File: src/rtl/dec_scan_if.sv
// Handshake and control bundle between a scan controller and dec_scan_sequencer.
// The mask signal exists only when DEC_SCAN_MASK_EN is defined.
interface dec_scan_if #(
  parameter int DWELL_W = 8
);
  logic               start;
  logic               stop;
  logic               mode_cont;
  logic [DWELL_W-1:0] dwell;
`ifdef DEC_SCAN_MASK_EN
  logic [7:0]         mask;
`endif
  logic [2:0]         code;
  logic               valid;
  logic               busy;
  logic               done;

  modport master (
    output start, stop, mode_cont, dwell,
`ifdef DEC_SCAN_MASK_EN
    output mask,
`endif
    input  code, valid, busy, done
  );

  modport slave (
    input  start, stop, mode_cont, dwell,
`ifdef DEC_SCAN_MASK_EN
    input  mask,
`endif
    output code, valid, busy, done
  );
endinterface

File: src/rtl/dec_scan_sequencer.sv
// Registered scan sequencer producing the 3-bit select code for a 3-to-8 decoder.
// Define DEC_SCAN_MASK_EN to add per-index channel masking (mask port on the interface).
module dec_scan_sequencer #(
  parameter int DWELL_W = 8
) (
  input  logic       clk,
  input  logic       rst,
  dec_scan_if.slave  bus
);

  typedef enum logic [1:0] {
    ST_IDLE = 2'd0,
    ST_RUN  = 2'd1,
    ST_DONE = 2'd2
  } state_e;

  state_e             state_q, state_d;
  logic [2:0]         code_q,  code_d;
  logic               valid_q, valid_d;
  logic               busy_q,  busy_d;
  logic               done_q,  done_d;
  logic [DWELL_W-1:0] cnt_q,   cnt_d;
  logic [DWELL_W-1:0] dwell_q, dwell_d;
  logic               mode_q,  mode_d;

  logic [7:0] start_mask;
  logic [7:0] scan_mask;

`ifdef DEC_SCAN_MASK_EN
  logic [7:0] mask_q, mask_d;
  assign start_mask = bus.mask;
  assign scan_mask  = mask_q;
`else
  assign start_mask = 8'hFF;
  assign scan_mask  = 8'hFF;
`endif

  // Lowest enabled index; 0 when nothing is enabled.
  function automatic logic [2:0] first_idx(input logic [7:0] m);
    logic [2:0] idx;
    idx = 3'd0;
    for (int i = 7; i >= 0; i--) begin
      if (m[i]) idx = 3'(i);
    end
    return idx;
  endfunction

  // {found, index} of the lowest enabled index strictly above cur.
  function automatic logic [3:0] next_idx(input logic [7:0] m, input logic [2:0] cur);
    logic [3:0] r;
    r = 4'd0;
    for (int i = 7; i >= 0; i--) begin
      if (m[i] && (3'(i) > cur)) r = {1'b1, 3'(i)};
    end
    return r;
  endfunction

  logic [3:0] nxt;
  assign nxt = next_idx(scan_mask, code_q);

  always_comb begin
    // NOTE: every next-state signal gets its hold value first, so no path through
    // the case statement leaves one unassigned and no latch is inferred.
    state_d = state_q;
    code_d  = code_q;
    valid_d = valid_q;
    busy_d  = busy_q;
    done_d  = 1'b0;
    cnt_d   = cnt_q;
    dwell_d = dwell_q;
    mode_d  = mode_q;
`ifdef DEC_SCAN_MASK_EN
    mask_d  = mask_q;
`endif

    unique case (state_q)
      ST_IDLE: begin
        if (bus.start && !bus.stop) begin
          dwell_d = bus.dwell;
          mode_d  = bus.mode_cont;
`ifdef DEC_SCAN_MASK_EN
          mask_d  = bus.mask;
`endif
          cnt_d   = '0;
          if (start_mask == 8'h00) begin
            // Empty scan: report completion without ever asserting valid.
            state_d = ST_DONE;
            done_d  = 1'b1;
            code_d  = 3'd0;
          end else begin
            state_d = ST_RUN;
            code_d  = first_idx(start_mask);
            valid_d = 1'b1;
            busy_d  = 1'b1;
          end
        end
      end

      ST_RUN: begin
        if (bus.stop) begin
          state_d = ST_IDLE;
          code_d  = 3'd0;
          valid_d = 1'b0;
          busy_d  = 1'b0;
          cnt_d   = '0;
        end else if (cnt_q == dwell_q) begin
          cnt_d = '0;
          if (nxt[3]) begin
            code_d = nxt[2:0];
          end else if (mode_q) begin
            code_d = first_idx(scan_mask);
          end else begin
            state_d = ST_DONE;
            code_d  = 3'd0;
            valid_d = 1'b0;
            busy_d  = 1'b0;
            done_d  = 1'b1;
          end
        end else begin
          cnt_d = cnt_q + DWELL_W'(1);
        end
      end

      ST_DONE: begin
        state_d = ST_IDLE;
      end

      default: begin
        state_d = ST_IDLE;
        code_d  = 3'd0;
        valid_d = 1'b0;
        busy_d  = 1'b0;
      end
    endcase
  end

  // NOTE: sequential state uses non-blocking assignments so every register
  // samples the pre-edge values, independent of statement order.
  always_ff @(posedge clk or posedge rst) begin
    if (rst) begin
      state_q <= ST_IDLE;
      code_q  <= 3'd0;
      valid_q <= 1'b0;
      busy_q  <= 1'b0;
      done_q  <= 1'b0;
      cnt_q   <= '0;
      dwell_q <= '0;
      mode_q  <= 1'b0;
`ifdef DEC_SCAN_MASK_EN
      mask_q  <= 8'h00;
`endif
    end else begin
      state_q <= state_d;
      code_q  <= code_d;
      valid_q <= valid_d;
      busy_q  <= busy_d;
      done_q  <= done_d;
      cnt_q   <= cnt_d;
      dwell_q <= dwell_d;
      mode_q  <= mode_d;
`ifdef DEC_SCAN_MASK_EN
      mask_q  <= mask_d;
`endif
    end
  end

  assign bus.code  = code_q;
  assign bus.valid = valid_q;
  assign bus.busy  = busy_q;
  assign bus.done  = done_q;

endmodule
File: src/flat_wrapper.sv
// flat-port wrapper written by rule: the top's interface ports become plain ports
module dec_scan_sequencer_flat 
#(
  parameter int DWELL_W = 8
)
  (clk, rst, bus_start, bus_stop, bus_mode_cont, bus_dwell, bus_code, bus_valid, bus_busy, bus_done);
  dec_scan_if #(.DWELL_W(DWELL_W)) bus_i ();
  input  logic clk;
  input  logic rst;
  input wire logic [$bits(bus_i.start)-1:0] bus_start;
  input wire logic [$bits(bus_i.stop)-1:0] bus_stop;
  input wire logic [$bits(bus_i.mode_cont)-1:0] bus_mode_cont;
  input wire logic [$bits(bus_i.dwell)-1:0] bus_dwell;
  output wire logic [$bits(bus_i.code)-1:0] bus_code;
  output wire logic [$bits(bus_i.valid)-1:0] bus_valid;
  output wire logic [$bits(bus_i.busy)-1:0] bus_busy;
  output wire logic [$bits(bus_i.done)-1:0] bus_done;
  assign bus_i.start = bus_start;
  assign bus_i.stop = bus_stop;
  assign bus_i.mode_cont = bus_mode_cont;
  assign bus_i.dwell = bus_dwell;
  assign bus_code = bus_i.code;
  assign bus_valid = bus_i.valid;
  assign bus_busy = bus_i.busy;
  assign bus_done = bus_i.done;
  dec_scan_sequencer #(.DWELL_W(DWELL_W)) u_core (.clk(clk), .rst(rst), .bus(bus_i));
endmodule
File: config.mk
export PLATFORM = sky130hd
export DESIGN_NAME = dec_scan_sequencer_flat
export DESIGN_NICKNAME = d
export VERILOG_FILES = /design/src/rtl/dec_scan_if.sv /design/src/rtl/dec_scan_sequencer.sv /design/src/flat_wrapper.sv
export SDC_FILE = /design/constraint.sdc
export NUM_CORES = 1
export LEC_CHECK = 0
export CORE_MARGIN = 1.5
export CORE_UTILIZATION = 50
export CTS_CLUSTER_SIZE = 8
export DETAILED_ROUTE_END_ITERATION = 7
export PLACE_DENSITY_LB_ADDON = 0.2
export SYNTH_ARGS = -nofsm -noshare
export SYNTH_HDL_FRONTEND = slang
export SYNTH_SLANG_ARGS = --single-unit
File: constraint.sdc
create_clock -name clk -period 2.2 [get_ports clk]
set_clock_uncertainty 0.2 [all_clocks]
set_input_delay 0.44 -clock clk [delete_from_list [all_inputs] [get_ports clk]]
set_output_delay 0.44 -clock clk [all_outputs]
set_load 0.1 [all_outputs]
-- Word level (Yosys, flattened, before mapping)
Cells that the tools add are included.
- reductions and logical operators: 9
- order comparisons: 8
- equal/unequal tests: 7
- mux-type cells: 34
- add/subtract/negate cells: 1
- bitwise operators: 1
- operators with widths (kind ; number):
    4-bit 2-to-1 mux ; 8
    8-bit 2-to-1 mux ; 3
    8-bit one-hot mux with 2 select lines ; 1
    3-bit greater-than comparator (first input constant) ; 4
    3-bit 2-to-1 mux ; 4
    1-bit 2-to-1 mux ; 10
    2-bit 2-to-1 mux ; 5
    3-bit one-hot mux with 3 select lines ; 1
    8-bit by 1-bit adder with 8-bit output (second input constant) ; 1
    8-bit equality test ; 1
    1-bit by 3-bit greater-than comparator with 1-bit output (first input constant) ; 2
    2-bit by 3-bit greater-than comparator with 1-bit output (first input constant) ; 2
    3-bit != test (second input constant) ; 2
    5-bit AND reduction ; 1
    2-bit one-hot mux with 2 select lines ; 1
    2-bit AND reduction ; 2
    4-bit AND reduction ; 1
    3-bit by 2-bit != test with 1-bit output (second input constant) ; 1
    1-bit one-hot mux with 3 select lines ; 1
    3-bit AND reduction ; 1
    2-bit by 1-bit equality test with 1-bit output (second input constant) ; 1
    2-bit equality test (second input constant) ; 1
    2-bit zero test ; 1
    2-bit by 1-bit != test with 1-bit output (second input constant) ; 1
    other kinds (4) ; 4
- input port bits: 13
- register bits after elaboration: 24
- logic and storage cells: 67

-- Logic depth before layout (Yosys ltp)
- depth after elaboration: 13
- depth in mapped cells: 6
- mapped depth without buffers: 5

-- Least setup slack after synthesis
OpenSTA, ideal clock, no wires.
- path type: reg2out
- start point: register u_core.valid_q (netlist: u_core.bus.valid)
- end point: output port bus_valid
- buffers on the path: 1
- data required time: 1.560 ns
- cell stages (with the launch flop): 2
- slack: 0.220 ns
- data arrival time: 1.340 ns
- path through: dfrtp_1 buf_4
- RTL lines (what ; line ; RTL):
    from (decl) ; dec_scan_sequencer.sv:19 ; logic valid_q, valid_d;
    from (signal assigned) ; dec_scan_sequencer.sv:155 ; valid_q <= valid_d;
    to (decl) ; flat_wrapper.sv:15 ; output wire logic [$bits(bus_i.valid)-1:0] bus_valid;
No word-level cell between the ends.

-- Worst setup path in the final report
- start point: register u_core.cnt_q[0]
- end point: register u_core.cnt_q[5]
- word-level cells in the longest chain between the ends: 4
- RTL lines (what ; line ; RTL):
    from (decl) ; dec_scan_sequencer.sv:22 ; logic [DWELL_W-1:0] cnt_q, cnt_d;
    from (signal assigned) ; dec_scan_sequencer.sv:158 ; cnt_q <= cnt_d;
    8-bit by 1-bit adder with 8-bit output or 8-bit equality test (tied branches) ; dec_scan_sequencer.sv:120, dec_scan_sequencer.sv:106 ;
    8-bit 2-to-1 mux * ; dec_scan_sequencer.sv:106 ; end else if (cnt_q == dwell_q) begin
    8-bit 2-to-1 mux * ; dec_scan_sequencer.sv:100 ; if (bus.stop) begin
    8-bit one-hot mux with 2 select lines * ; dec_scan_sequencer.sv:76 ; unique case (state_q)
Every way passes the cells marked *; elsewhere a longest branch is shown, timed or not.
A chain may end at the register's enable or synchronous reset.

==> impl_metrics.ini <==
[synth]
synth-adder-area-share = 0.00998
synth-edff-count = 0
ys_ff_latch = 24
synthesis.area_sq_um = 1250
synth_async_sr_flop_share = 1.00
synth_top_area_cell = dfrtp_1
synth_compound_area_frac = 0.151
synth_seq_area_share = 0.479
synth_area_per_cell_sq_um = 11.2
synth_cell_types = 40
synth_top_area_share = 0.479
yosysWarnings = 0
synthTopCellsByArea = dfrtp_1, mux2_2, xnor2_1, o21ai_0, xnor2_2
synth-simple-area-share = 0.178
syn_nets = 126
synth_top_family_by_area = simple AND/OR/NAND/NOR gates
synth_xor_area_frac = 0.0749
syn_inst = 112
synth_flop_cell = dfrtp_1
muxShareOfSynthArea = 0.0808

[timing]
finalHoldViolations = 0
rsz0062_at_grt = no
max_freq_ghz = 0.532
finalCriticalPeriod_ns = 1.88
setup_ws_ns = 0.320
setup_viol = 0
worst_slew_pin_slew_ns = 0.426
slew_headroom = 0.716
final.setup.tns_ns = 0
maxSlewViolCount = 0
period_share = 0.855

[route]
ant_nets = 0
first_pass_iters = 4
remaining_drc_errors = 0
vias_per_cell = 5.72
drt_iter0_drc = 15
vias = 915
avgRoutedWirePerCell_um = 14.9
routed_wl_mm = 2.38

[floorplanning]
start_util = 0.546
fp.dieW_um = 53.1
io_pins = 19
dieArea_sq_um = 2820
die_y_um = 53.1
rows = 17
core_sq_um = 2300

[placed_design]
placed_cells = 157
placed_area_sq_um = 1480
gp_congestion = 0.844
dp_slack_ns = 0.0441
hpwl_mm = 1.78
io_buffers = 18

[layout]
ff_latch_area_sq_um = 601
final_area_sq_um = 1500
multi_input_area_sq_um = 619
fillers = 188
drive_above_1_share = 0.288
n_antenna_cell = 0
area.growth.synth_to_final_pct = 19.5
nets = 148
final_util = 0.652
instances_no_fill = 160

[flow_run]
cap_viol_max_count = 0

[pwr]
p_int_uw = 678
clkPwrFrac = 0.191
p_comb_frac = 0.279
power_per_cell_area_nw_per_um2 = 680
p_switching_uw = 340
peakVddDrop_uv = 448
p_leak_nw = 0.626
switching_share = 0.334
p_seq_frac = 0.529

[worst_hold_path]
min-delay-path-class = input pin to async pin

[critical_path]
worstPathRequired_ns = 2.22
path_max_fanout = 8
critPathLaunchType = register
critPathMaxStageDelay_ns = 0.49
crit_chain = xnor2_1 > nand4_2 > o21ai_4 > nor3_1 > a211o_1
cp.depth = 5
critPathCapture = u_core.cnt_q[5]$_DFFE_PP0P_
path_delay_family = compound AO/OA/AOI/OAI gates
worst_setup_path_end_kind = register
critical_path_class = register to register
worstSetupStartpoint = u_core.cnt_q[0]$_DFFE_PP0P_
r2r_cells = 5
crit_arrival_ns = 1.90
r2r-end = u_core.cnt_q[5]$_DFFE_PP0P_
critPathSlowestCell = dfrtp_1
r2r_slack_ns = 0.32
critPathBufInv = 0
r2r_start = u_core.cnt_q[0]$_DFFE_PP0P_

[clock_network]
cts.sinks = 24
clock_latency_ns = 0.32
cts_resized = 0
cts_buffer_depth = 2
cts_buffers = 3
ctsHoldBuffers = 0
h-tree-depth = 1
cts_tree = built
post_cts_buffers = 0
clk_pin_slew_ns = 0.13
clock-root-buffer = clkbuf_4

[grt]
grt_pass1_wl_mm = 4.13
grt_pass1_vias = 921
grt_max_degree = 25
grt.total_usage = 0.209
antenna_found_initial = 0
grt_overflow = 0

[outcome]
status = finished, final reports clean
routing by layer:
metal | routed length [um] | track usage
met4 | 86 | 0.132
met5 | 0 | 0
met1 | 1060 | 0.259
met3 | 72 | 0.0367
met2 | 1160 | 0.333
worst min path at each step:
| stage | startpoint | end |
|---|---|---|
| 3_3_place_gp | u_core.mode_q$_DFFE_PP0P_ | u_core.mode_q$_DFFE_PP0P_ |
| 5_1_grt | rst | u_core.mode_q$_DFFE_PP0P_ |
| 2_1_floorplan | rst | u_core.bus.code[0]$_DFFE_PP0P_ |
| 4_1_cts | rst | u_core.mode_q$_DFFE_PP0P_ |
| 3_5_place_dp | u_core.mode_q$_DFFE_PP0P_ | u_core.mode_q$_DFFE_PP0P_ |
| 6_report | rst | u_core.mode_q$_DFFE_PP0P_ |
cell families after synthesis:
logic type / Yosys count
muxes: 9
AOI/OAI and AO/OA: 26
adders and majority gates: 1
buffers and inverters: 6
DFF: 24
xor gates and xnor gates: 9
and+or+nand+nor: 37
flip-flops by register name, summed over array words and instances (netlist names):
register          cells
u_core.bus.code       3
u_core.bus.done       1
u_core.bus.valid      1
u_core.cnt_q          8
u_core.dwell_q        8
u_core.mode_q         1
u_core.state_q        2
worst reg2reg max path, cell delays in order (launching register included):
cell and delay, ns:
dfrtp_1 0.49, xnor2_1 0.25, nand4_2 0.21, o21ai_4 0.28, nor3_1 0.09, a211o_1 0.27
synthesized netlist by cell type (2+ instances only):
master	n
nand2_1	7
a21oi_1	4
and3_2	2
nand3_1	5
nor3_1	3
buf_4	3
nand4_2	2
a21o_2	2
inv_1	2
dfrtp_1	24
mux2_2	9
xnor2_1	7
nor2_1	5
o21ai_0	10
xnor2_2	2
final cells by class:
cell class	count	share of cell area
clock buffers	3	0.0150
inverters	2	0.00501
flip-flops and latches	24	0.401
repair buffers	21	0.142
well taps	28	0.0234
multi-input cells	82	0.414
layout by cell type, fill, tap and decap left out, types with 2 or more instances in the layout:
cell             Yosys  final
o21ai_0             10     10
buf_4                3      7
nor2_1               5      5
nand4_2              2      2
nand3_1              5      5
mux2_2               9      9
clkdlybuf4s50_1      0     12
dfrtp_1             24     24
nor3_1               3      3
nand2_1              7      7
xnor2_1              7      7
inv_1                2      2
a21oi_1              4      4
and3_2               2      2
buf_12               0      2
xnor2_2              2      2
a21o_2               2      2
clkbuf_4             0      3
through the flow:
stage	hold WS [ns]	power, mW
3_5_place_dp	0.316	0.835
5_1_grt	0.268	1.07
4_1_cts	0.252	1.03
6_report	0.243	1.02
3_3_place_gp	0.294	0.821
2_1_floorplan	0.255	0.760
power by group through the flow:
stage	registers (mW)	clock network [mW]	logic, mW
finish	0.539	0.195	0.284
global route	0.548	0.218	0.308
CTS	0.539	0.201	0.288
detailed placement	0.548	0	0.288
global placement	0.545	0	0.276
floorplan	0.562	0	0.199
No activity file was read; power rests on OpenSTA's default activity.
